File: src/rtl/trap_sequencer.sv
// rtl/trap_sequencer.sv - machine-mode trap/mret CSR write sequencer with PC redirect
//
// Accepts one of: synchronous exception, mret, external or timer interrupt
// (in that priority order, sampled only while idle), then walks the CSR file's
// single write port one register per cycle and finishes with a PC redirect.
//
// Ports:
//   clk, rst                      clock, asynchronous active-high reset
//   exc_valid/code/pc/tval        synchronous exception request from commit
//   mret_valid                    mret committed
//   irq_external, irq_timer       level interrupts
//   next_pc                       resume PC used as mepc for interrupts
//   csr_mstatus, csr_mie_*,       current CSR values (sampled at acceptance)
//   csr_mtvec, csr_mepc
//   csr_we/waddr/wdata            CSR write port (registered)
//   trap_ack, mret_ack            one-cycle acceptance pulses
//   redirect_valid, redirect_pc   fetch redirect (registered)
//   busy                          pipeline hold while a sequence is in flight
module trap_sequencer #(
   parameter int XLEN     = 32,
   parameter bit MTVAL_EN = 1'b1
) (
   input  logic            clk,
   input  logic            rst,
   input  logic            exc_valid,
   input  logic [3:0]      exc_code,
   input  logic [XLEN-1:0] exc_pc,
   input  logic [XLEN-1:0] exc_tval,
   input  logic            mret_valid,
   input  logic            irq_external,
   input  logic            irq_timer,
   input  logic [XLEN-1:0] next_pc,
   input  logic [XLEN-1:0] csr_mstatus,
   input  logic            csr_mie_meie,
   input  logic            csr_mie_mtie,
   input  logic [XLEN-1:0] csr_mtvec,
   input  logic [XLEN-1:0] csr_mepc,
   output logic            csr_we,
   output logic [11:0]     csr_waddr,
   output logic [XLEN-1:0] csr_wdata,
   output logic            trap_ack,
   output logic            mret_ack,
   output logic            redirect_valid,
   output logic [XLEN-1:0] redirect_pc,
   output logic            busy
);

   localparam logic [11:0] ADDR_MSTATUS = 12'h300;
   localparam logic [11:0] ADDR_MEPC    = 12'h341;
   localparam logic [11:0] ADDR_MCAUSE  = 12'h342;
   localparam logic [11:0] ADDR_MTVAL   = 12'h343;

   localparam logic [XLEN-1:0] CAUSE_EXT = {1'b1, {(XLEN-5){1'b0}}, 4'hB};
   localparam logic [XLEN-1:0] CAUSE_TMR = {1'b1, {(XLEN-5){1'b0}}, 4'h7};

   typedef enum logic [2:0] {
      IDLE, W_MEPC, W_MCAUSE, W_MTVAL, W_MSTATUS, REDIRECT, R_MSTATUS
   } state_t;

   state_t state_q, state_d;

   logic [XLEN-1:0] cause_q, tval_q, mstatus_q, target_q;

   logic            take_ext, take_tmr, take_trap, take_mret;
   logic            capture_trap, capture_mret;
   logic [XLEN-1:0] cause_in, epc_src, epc_in, tval_in, base, target_in;
   logic [XLEN-1:0] mstatus_trap, mstatus_mret;

   logic            we_d, tack_d, mack_d, rv_d;
   logic [11:0]     waddr_d;
   logic [XLEN-1:0] wdata_d, rpc_d;

   // Interrupt enables are judged against the mstatus seen while idle; the
   // trap itself clears MIE so a held level cannot re-trigger immediately.
   assign take_ext  = irq_external & csr_mstatus[3] & csr_mie_meie;
   assign take_tmr  = irq_timer & csr_mstatus[3] & csr_mie_mtie;
   // An exception beats a simultaneous mret; the mret is flushed upstream.
   assign take_trap = exc_valid | (~mret_valid & (take_ext | take_tmr));
   assign take_mret = ~exc_valid & mret_valid;

   assign capture_trap = (state_q == IDLE) & take_trap;
   assign capture_mret = (state_q == IDLE) & take_mret;

   assign cause_in = exc_valid ? {{(XLEN-4){1'b0}}, exc_code}
                   : (take_ext ? CAUSE_EXT : CAUSE_TMR);
   assign epc_src  = exc_valid ? exc_pc : next_pc;
   assign epc_in   = {epc_src[XLEN-1:2], 2'b00};
   assign tval_in  = exc_valid ? exc_tval : '0;
   assign base     = {csr_mtvec[XLEN-1:2], 2'b00};
   // Vectored mode only offsets interrupts; exceptions always land on base.
   assign target_in = (!exc_valid && csr_mtvec[1:0] == 2'b01)
                    ? base + {{(XLEN-6){1'b0}}, cause_in[3:0], 2'b00}
                    : base;

   always_comb begin
      mstatus_trap        = csr_mstatus;
      mstatus_trap[7]     = csr_mstatus[3];
      mstatus_trap[3]     = 1'b0;
      mstatus_trap[12:11] = 2'b11;
      mstatus_mret        = csr_mstatus;
      mstatus_mret[3]     = csr_mstatus[7];
      mstatus_mret[7]     = 1'b1;
      mstatus_mret[12:11] = 2'b11;
   end

   always_ff @(posedge clk or posedge rst) begin
      if (rst) state_q <= IDLE;
      else     state_q <= state_d;
   end

   // Next state plus the registered output values for the state being entered.
   always_comb begin
      state_d = state_q;
      we_d    = 1'b0;
      waddr_d = csr_waddr;
      wdata_d = csr_wdata;
      tack_d  = 1'b0;
      mack_d  = 1'b0;
      rv_d    = 1'b0;
      rpc_d   = redirect_pc;
      case (state_q)
         IDLE: begin
            if (take_trap) begin
               state_d = W_MEPC;
               we_d    = 1'b1;
               waddr_d = ADDR_MEPC;
               wdata_d = epc_in;
               tack_d  = 1'b1;
            end else if (take_mret) begin
               state_d = R_MSTATUS;
               we_d    = 1'b1;
               waddr_d = ADDR_MSTATUS;
               wdata_d = mstatus_mret;
               mack_d  = 1'b1;
            end
         end
         W_MEPC: begin
            state_d = W_MCAUSE;
            we_d    = 1'b1;
            waddr_d = ADDR_MCAUSE;
            wdata_d = cause_q;
         end
         W_MCAUSE: begin
            we_d = 1'b1;
            if (MTVAL_EN) begin
               state_d = W_MTVAL;
               waddr_d = ADDR_MTVAL;
               wdata_d = tval_q;
            end else begin
               state_d = W_MSTATUS;
               waddr_d = ADDR_MSTATUS;
               wdata_d = mstatus_q;
            end
         end
         W_MTVAL: begin
            state_d = W_MSTATUS;
            we_d    = 1'b1;
            waddr_d = ADDR_MSTATUS;
            wdata_d = mstatus_q;
         end
         W_MSTATUS, R_MSTATUS: begin
            state_d = REDIRECT;
            rv_d    = 1'b1;
            rpc_d   = target_q;
         end
         REDIRECT: state_d = IDLE;
         default:  state_d = IDLE;
      endcase
   end

   always_ff @(posedge clk or posedge rst) begin
      if (rst) begin
         cause_q   <= '0;
         tval_q    <= '0;
         mstatus_q <= '0;
         target_q  <= '0;
      end else if (capture_trap) begin
         cause_q   <= cause_in;
         tval_q    <= tval_in;
         mstatus_q <= mstatus_trap;
         target_q  <= target_in;
      end else if (capture_mret) begin
         target_q  <= csr_mepc;
      end
   end

   always_ff @(posedge clk or posedge rst) begin
      if (rst) begin
         csr_we         <= 1'b0;
         csr_waddr      <= '0;
         csr_wdata      <= '0;
         trap_ack       <= 1'b0;
         mret_ack       <= 1'b0;
         redirect_valid <= 1'b0;
         redirect_pc    <= '0;
      end else begin
         csr_we         <= we_d;
         csr_waddr      <= waddr_d;
         csr_wdata      <= wdata_d;
         trap_ack       <= tack_d;
         mret_ack       <= mack_d;
         redirect_valid <= rv_d;
         redirect_pc    <= rpc_d;
      end
   end

   assign busy = (state_q != IDLE);

endmodule

File: config.mk
export PLATFORM = sky130hd
export DESIGN_NAME = trap_sequencer
export DESIGN_NICKNAME = d
export VERILOG_FILES = /design/src/rtl/trap_sequencer.sv
export SDC_FILE = /design/constraint.sdc
export NUM_CORES = 1
export LEC_CHECK = 0
export BUFFER_PORTS_ARGS = -buffer_cell sky130_fd_sc_hd__buf_2
export CORE_MARGIN = 2
export CORE_UTILIZATION = 43
export CTS_BUF_LIST = sky130_fd_sc_hd__clkbuf_8 sky130_fd_sc_hd__clkbuf_16
export DETAILED_ROUTE_END_ITERATION = 16
export PLACE_DENSITY_LB_ADDON = 0.12
export SYNTH_ARGS = -nofsm -noshare
export SYNTH_HDL_FRONTEND = slang
export SYNTH_SLANG_ARGS = --single-unit
File: constraint.sdc
create_clock -name clk -period 15.5 [get_ports clk]
set_clock_uncertainty 0.15 [all_clocks]
set_input_delay 2.325 -clock clk [delete_from_list [all_inputs] [get_ports clk]]
set_output_delay 2.325 -clock clk [all_outputs]
set_load 0.01 [all_outputs]
Word-level counts from Yosys, hierarchy flattened

Cells that the tools add are included.

Flip-flop bits (word level): 210
Memory bits (read-only): 0
RAM bits: 0
Output and inout bits: 81
Input bits: 204
Logic and storage cells: 65
Latch bits: 0
Memories kept: 0

Reductions and logical operators: 9
Shift-type cells: 0
Add/sub/neg operators: 1
Mux-type cells: 24
Order comparisons: 0
Equal/unequal tests: 7
Bitwise gates (word level): 12
$mul: 0
Div/mod/pow operators: 0

Operators by type and width:

| cell                 | count |
|---|---|
| $mux W32             | 8 |
| $pmux W32 S4         | 1 |
| $pmux W12 S4         | 1 |
| $add A32 B6 Y32      | 1 |
| $mux W12             | 2 |
| $pmux W3 S5          | 1 |
| $and A1 B1 Y1        | 8 |
| $mux W1              | 7 |
| $eq A3 B2 Y1 const B | 2 |
| $eq A3 B3 Y1 const B | 2 |
| $mux W3              | 2 |
| $mux W4              | 1 |
| $reduce_bool A4 Y1   | 1 |
| $eq A3 B1 Y1 const B | 1 |
| $logic_not A3 Y1     | 1 |
| $ne A3 B3 Y1 const B | 1 |
| $reduce_bool A3 Y1   | 1 |
| $reduce_or A3 Y1     | 1 |
| $eq A2 B1 Y1 const B | 1 |
| $not A1 Y1           | 2 |
| $or A1 B1 Y1         | 2 |
| $pmux W1 S2          | 1 |
| $reduce_and A2 Y1    | 1 |
| $reduce_bool A2 Y1   | 1 |
| 3 further kinds      | 3 |

Logic depth before layout (Yosys ltp)

Gate-level depths: netlist of the first run.

Depth in word-level cells: 7
Mapped depth: 11

Worst setup path after synthesis of the first run

OpenSTA, ideal clock, no wires.

Path kind: input-to-reg
Start point: input exc_valid
End point: register target_q[13]
Stages: 11
Slack: 10.757 ns
Buffers on the path: 2
Required time: 15.215 ns
Arrival: 4.458 ns
Cells stage by stage: inv_1 > clkbuf_1 > nand4_1 > o21a_1 > ha_1 > o21ai_0 > o21ba_2 > clkbuf_1 > nor4_1 > o32ai_1 > o21ai_0

Longest elaborated chain between the ends: 4
Elaborated cells between the ends (all ways): 12
Those cells by class: 1 x add/sub; 3 x mux; 5 x bitwise; 3 x reduce/logical

Ends and longest elaborated chain:

| element              | RTL line | RTL |
|---|---|---|
| start, declared      | 25       | `input logic exc_valid,` |
| $mux W32             | 84       | `assign cause_in = exc_valid ? {{(XLEN-4){1'b0}}, exc_code}` |
| net cause_in[2]      | 66       | `logic [XLEN-1:0] cause_in, epc_src, epc_in, tval_in, base, target_in;` |
| $add A32 B6 Y32      | 92       | `? base + {{(XLEN-6){1'b0}}, cause_in[3:0], 2'b00}` |
| $mux W32             | 92       |  |
| $mux W32             | 177      | `end else if (capture_trap) begin` |
| end signal, assigned | 181      | `target_q <= target_in;` |
| end signal, assigned | 183      | `target_q <= csr_mepc;` |
| end, declared        | 62       | `logic [XLEN-1:0] cause_q, tval_q, mstatus_q, target_q;` |

The timed path passes the listed nets, and every way through them passes these cells.
A chain may end at the register's enable or synchronous reset.

Worst setup path in the final report of the first run

Ends and elaborated chain as after synthesis.

==> metrics.md, run 1 <==
| Metric | Value |
|---|---|
| CTS clk-pin slew, worst paths | 70 ps |
| Gr ovfl total | 0 |
| Switch Pwr | 816 uW |
| Post_cts resized | 0 |
| R2R setup slack | 12230 ps |
| CTS sink cnt | 174 |
| Area of the mapped netlist | 8860 um2 |
| Pre-Repair DR Iteration Count | 7 |
| Gpl congestion | 0.846 |
| Ports | 285 |
| Top-count cell post-synth | nand2_1 |
| Max Fclk | 195 MHz |
| Crit path arrival time | 5270 ps |
| Crit path top cell by count | o21ai_0 |
| Worst skew pair latency | 420 ps |
| Crit start category | primary input |
| Port bufs | 271 |
| Fillers | 1944 |
| Pwr dens | 189 nW/um2 |
| Internal | 1.25 mW |
| Unrepaired setup endpoints after global routing | false |
| Met1 Use GR | 0.360 |
| Most crowded layer after global routing | met2 |
| CTS tree | done |
| Met2 Use GR | 0.398 |
| Top post-synthesis cells by count | nand2_1, dfrtp_1, clkbuf_1 |
| Area contributors post-synth | dfrtp_1, nand2_1, mux2_2 |
| Nets@finish | 1401 |
| Cell variety after synth | 59 |
| Area of the multi-input gates | 4140 um2 |
| WL final | 27400 um |
| Peak supply drop | 0.0000748 V |
| CP endpoint kind | register |
| Register area | 4360 um2 |
| Post-synth ARST share | 1.00 |
| Avg Cell Area, Syn | 9.22 um2 |
| Met3 GRT Util | 0.0429 |
| Critical path class | in2reg |
| Ys flop type | dfrtp_1 |
| MaxCap Viol Count | 0 |
| Clk root buf | clkbuf_16 |
| Die X | 148 um |
| Logic pwr share | 0.397 |
| Vias | 7983 |
| Ys Warns | 0 |
| Final setup fails | 0 |
| Synth top area share | 0.491 |
| CP required | 15640 ps |
| Core Region | 20200 um2 |
| Flops & latches, synth | 174 |
| Fin Setup TNS | 0 ps |
| Status | finished clean |
| Tot Pwr | 2.07 mW |
| Routed len/inst | 18.6 um |
| Std-Cell Rows | 52 |
| Post-CTS Setup Inserts | 0 |
| CTS buffer count | 17 |
| Post-synth EDFFs | 0 |
| Total die area | 21800 um2 |
| Post-placement cell area | 10400 um2 |
| Slew @ Worst Pin | 1110 ps |
| # DRC | 0 |
| Final hold vios | 0 |
| Buf/Inv on CP | 3 |
| Crit-path leading delay family | compound AO/OA/AOI/OAI gates |
| Sequential share of power | 0.402 |
| Clk pwr share | 0.200 |
| Largest net degree at the start of global routing | 115 |
| DP HPWL | 18200 um |
| Layout cell share with drive strength beyond 1 | 0.307 |
| Delay of the slowest critical-path stage | 450 ps |
| Effective utilization at floorplan | 0.438 |
| Number of global-route vias before repair | 7706 |
| Area delta synth->final | 23.4% |
| Seq/Total Area, Yosys | 0.491 |
| Relative slew slack | 0.259 |
| All-layer global routing usage | 0.253 |
| HP Class | reg2reg |
| Fin area | 10900 um2 |
| CTS max path bufs | 2 |
| Final worst path period need | 5130 ps |
| Syn Inst Count | 961 |
| Slowest cell on crit path | buf_4 |
| First-pass GRT wire length | 43000 um |
| Hold Buf Count CTS | 0 |
| Initial antenna violation count | 3 |
| Tcrit/Tclk final | 0.331 |
| ANT nets after route | 0 |
| Number of H-tree levels | 4 |
| DRT iter0 DRCs | 547 |
| CP Cell Sequence | buf_2 > buf_4 > inv_1 > nand4_1 > o21a_1 > ha_1 > o21ai_0 > o21ba_2 > nor4_1 > o32ai_1 > o21ai_0 |
| Critical path fanouts, max | 49 |
| DR vias/cell | 5.41 |
| Max Slew Vio Count | 0 |
| Yosys top cell by area | dfrtp_1 |
| Die height | 148 um |
| Lkg Pwr | 5.37 nW |
| Sw Share | 0.394 |
## stage by stage
| stage | util | hold WS (ps) | worst slack (ps) | instances |
|---|---|---|---|---|
| 2_1_floorplan | - | 280 | 8310 | 967 |
| 3_3_place_gp | 0.513 | 293 | 9900 | 1443 |
| 3_5_place_dp | 0.513 | 301 | 9920 | 1443 |
| 4_1_cts | 0.540 | 317 | 10370 | 1474 |
| 5_1_grt | 0.541 | 337 | 10100 | 1475 |
| 6_report | 0.541 | 312 | 10370 | 1475 |
## kinds of logic (layout without fill, tap and decap cells)
logic type      after synthesis  in the layout  synth area share
buf+inv                     101            338            0.0473
mux                          61             61            0.0750
fa+ha+maj                     5              5           0.00791
simple gates                382            382             0.196
xor+xnor                     15             15            0.0148
other cells                   1              8          0.000423
flops                       174            174             0.491
compound gates              222            222             0.167
## worst min-delay path: cells and delay by family, from the launching register on
| kind | cells | cell delay, ps |
|---|---|---|
| flip-flops | 1 | 330 |
| AND/OR/NAND/NOR | 2 | 100 |
## worst paths after layout
check / start / endpoint / cells after the start
setup / recovery: exc_valid / target_q[13]$_DFFE_PP0P_ / 11
hold / removal: tval_q[12]$_DFFE_PP0P_ / tval_q[12]$_DFFE_PP0P_ / 2
setup reg to reg: state_q[0]$_DFFE_PP0P_ / cause_q[0]$_DFFE_PP0P_ / 6
hold reg to reg: tval_q[12]$_DFFE_PP0P_ / tval_q[12]$_DFFE_PP0P_ / 2
max in group asynchronous: rst / target_q[0]$_DFFE_PP0P_ / 3
min in group asynchronous: rst / target_q[24]$_DFFE_PP0P_ / 2
## sequential cells by signal (all words and copies together) (netlist names)
name            cells
cause_q             5
csr_waddr           4
csr_wdata          32
csr_we              1
mret_ack            1
mstatus_q          30
redirect_pc        32
redirect_valid      1
state_q             3
target_q           32
trap_ack            1
tval_q             32
## layer usage
layer | share of wire | vias up
li1 | - | 3838
met1 | 0.45 | 3855
met2 | 0.47 | 255
met3 | 0.061 | 33
met4 | 0.017 | 2
met5 | 0.00026 | -
## final cells by class
class | instances | share of cell area
antenna | 1 | 0.000229
clock buffer | 18 | 0.0402
clock inverter | 13 | 0.0108
inverter | 25 | 0.00927
multi-input combinational | 692 | 0.379
sequential | 174 | 0.398
tap | 270 | 0.0309
timing repair buffer | 282 | 0.132
## cells in the final DEF (no fill, tap or decap), types with 18 or more instances in the layout
master    instances
nand3_1          57
mux2i_1          18
o21ai_0          47
nand2_1         203
o22ai_1          27
dfrtp_1         171
a21oi_1          29
buf_2           271
mux2_2           40
a21o_1           26
nor2_1           43
a211oi_1         19
inv_1            22
## power groups by stage
stage                     Clock (mW)  Combinational, mW  Sequential, mW
after floorplan                    0              0.556           0.807
after global placement             0              0.815           0.835
after detailed placement           0              0.832           0.838
after CTS                      0.426              0.834           0.832
after global routing           0.445              0.920           0.863
final                          0.415              0.822           0.832
No activity file was read; power rests on OpenSTA's default activity.
==> run 2, diff against run 1 <==
Settings changed: ABC_AREA set to 1.
Clock period 15.5 ns to 4.5 ns, I/O delays scaled along.
==> run 2 against run 1 <==
Non-clock buffer count down 3. Worst setup slack worse by 9100 ps. Synthesized cell count up 27%. Final cell count up 18%. Die area up 2.5%. Sequential cell count unchanged. Critical path depth down 2. Global-route usage up 0.13 points. Combinational power rose to 3.2 times the previous value. First-iteration DRC count down 18%.
==> metrics.md, run 2 <==
| Metric | Value |
|---|---|
| HP Class | in2async |
| Effective utilization at floorplan | 0.435 (-0.00276) |
| MaxCap Viol Count | 0 (unchanged) |
| Die height | 149 um (+1.3%) |
| Std-Cell Rows | 53 (+1.9%) |
| Slew @ Worst Pin | 1020 ps (-86.8 ps) |
| CP Cell Sequence | buf_2 > inv_2 > nand2_2 > nand2_2 > inv_4 > nand2_1 > inv_2 > nand2_1 > o21ai_0 |
| Peak supply drop | 0.000303 V (+310%) |
| Largest net degree at the start of global routing | 175 (+52%) |
| Area contributors post-synth | dfrtp_1, nand2_1, o21ai_0 |
| Synth top area share | 0.479 (-0.0124) |
| Max Slew Vio Count | 0 (unchanged) |
| Crit start category | primary input |
| Initial antenna violation count | 9 (+6) |
| Crit path arrival time | 3440 ps (-1830 ps) |
| Fin Setup TNS | 0 ps (unchanged) |
| Area of the multi-input gates | 4020 um2 (-3.0%) |
| Post-synth ARST share | 1.00 (unchanged) |
| Syn Inst Count | 1217 (+27%) |
| Vias | 8775 (+9.9%) |
| DP HPWL | 19200 um (+5.2%) |
| Register area | 4350 um2 (about the same) |
| DR vias/cell | 5.02 (-7.2%) |
| Hold Buf Count CTS | 0 (unchanged) |
| Pre-Repair DR Iteration Count | 5 (-2) |
| Delay of the slowest critical-path stage | 700 ps (+250 ps) |
| Slowest cell on crit path | inv_4 |
| Buf/Inv on CP | 4 (+1) |
| Post-CTS Setup Inserts | 0 (unchanged) |
| Core Region | 20900 um2 (+3.2%) |
| Gpl congestion | 0.938 (+11%) |
| Critical path class | in2reg |
| Ports | 285 (unchanged) |
| All-layer global routing usage | 0.254 (+0.00128) |
| Crit-path leading delay family | buffers and inverters |
| Final setup fails | 0 (unchanged) |
| Area of the mapped netlist | 9090 um2 (+2.6%) |
| Top post-synthesis cells by count | nand2_1, dfrtp_1, nor2_1 |
| Layout cell share with drive strength beyond 1 | 0.231 (-0.0766) |
| DRT iter0 DRCs | 450 (-18%) |
| Area delta synth->final | 22.4% |
| Yosys top cell by area | dfrtp_1 |
| Commonest cells after routing, fill and taps aside | nand2_1, buf_2, dfrtp_1 |
| Total die area | 22300 um2 (+2.5%) |
| Post-synth EDFFs | 0 (unchanged) |
| Ys flop type | dfrtp_1 |
| CTS max path bufs | 2 (unchanged) |
| CTS sink cnt | 174 (unchanged) |
| Max Fclk | 307 MHz |
| Number of H-tree levels | 4 (unchanged) |
| Post_cts resized | 0 (unchanged) |
| Port bufs | 271 (unchanged) |
| Tcrit/Tclk final | 0.725 |
| Ys Warns | 0 (unchanged) |
| CP required | 4680 ps (-10960 ps) |
| Hold Slack | 292 ps (-19.9 ps) |
| Avg Cell Area, Syn | 7.47 um2 (-19%) |
| Flops & latches, synth | 174 (unchanged) |
| Seq/Total Area, Yosys | 0.479 (-0.0124) |
| Critical path fanouts, max | 91 (+86%) |
| Unrepaired setup endpoints after global routing | false |
| Die X | 149 um (+1.3%) |
| CTS clk-pin slew, worst paths | 70 ps (about the same) |
| Top-count cell post-synth | nand2_1 |
| Status | finished clean |
| Pwr dens | 602 nW/um2 (+220%) |
| # DRC | 0 (unchanged) |
| Most common cell after layout, fill and taps aside | nand2_1 |
| WL final | 27800 um (+1.6%) |
| Cell variety after synth | 42 (-29%) |
| Fillers | 2133 (+9.7%) |
| Clk root buf | clkbuf_16 |
| Nets@finish | 1661 (+19%) |
| Routed len/inst | 15.9 um (-14%) |
| CP endpoint kind | register |
| CTS tree | done |
| Gr ovfl total | 0 (unchanged) |
| CTS buffer count | 17 (unchanged) |
| Final worst path period need | 3260 ps |
| Worst skew pair latency | 430 ps (about the same) |
| Relative slew slack | 0.317 (+0.0587) |
| Number of global-route vias before repair | 8666 (+12%) |
| Lkg Pwr | 5.92 nW (+10%) |
| Final hold vios | 0 (unchanged) |
| ANT nets after route | 0 (unchanged) |
| First-pass GRT wire length | 44000 um (+2.3%) |
## run 2: power breakdown
part           leakage, nW  internal (mW)  switching (mW)
logic                 3.47          0.897            1.75
clock network        0.283          0.804           0.657
registers             2.17           2.27           0.326
## run 2: final cells by class
class / count / share of cell area
diodes: 7 / 0.00157
inverters: 102 / 0.0350
clock inverters: 13 / 0.0115
repair buffers: 279 / 0.128
clock buffers: 19 / 0.0407
multi-input cells: 878 / 0.361
flip-flops and latches: 174 / 0.391
well taps: 275 / 0.0309
## run 2: metal layers
layer | GRT usage | wire [um] | vias up
met4 | 0.0748 | 357 | 6
met1 | 0.331 | 12200 | 4082
li1 | - | - | 4381
met5 | 0 | 46 | -
met3 | 0.0679 | 2040 | 30
met2 | 0.416 | 13200 | 276
## run 2: logic make-up after synthesis
group	after synthesis	share of synthesized area
other	1	0.000412
XOR/XNOR	3	0.00289
AO/OA/AOI/OAI	200	0.129
AND/OR/NAND/NOR	663	0.299
buffers and inverters	171	0.0824
flip-flops	174	0.479
adder cells (fa/ha/maj)	5	0.00771
## run 2: path summary, 6_finish.rpt
path | from | to | slack (ps) | cells after the start
setup / recovery | exc_valid | tval_q[3]$_DFFE_PP0P_ | 1240 | 9
hold / removal | rst | redirect_pc[0]$_DFFE_PP0P_ | 290 | 3
setup reg to reg | state_q[0]$_DFFE_PP0P_ | tval_q[3]$_DFFE_PP0P_ | 1660 | 9
hold reg to reg | redirect_pc[19]$_DFFE_PP0P_ | redirect_pc[19]$_DFFE_PP0P_ | 320 | 2
max in group asynchronous | rst | redirect_pc[10]$_DFFE_PP0P_ | 3090 | 3
min in group clk | exc_tval[13] | tval_q[13]$_DFFE_PP0P_ | 300 | 3
## run 2: worst min-delay path: stages
cell        delay (ps)
buf_2              110
clkinvlp_4          70
buf_12             550
## run 2: stage by stage
step | cells | power, mW | area (um2) | util | setup slack (ps)
after global placement | 1708 | 5.23 | 10500 | 0.504 | 786
after floorplan | 1223 | 4.37 | 9120 | - | 1450
after CTS | 1740 | 6.77 | 11100 | 0.532 | 1210
final | 1747 | 6.70 | 11100 | 0.533 | 1240
after global routing | 1743 | 7.25 | 11100 | 0.532 | 915
after detailed placement | 1708 | 5.30 | 10500 | 0.504 | 748
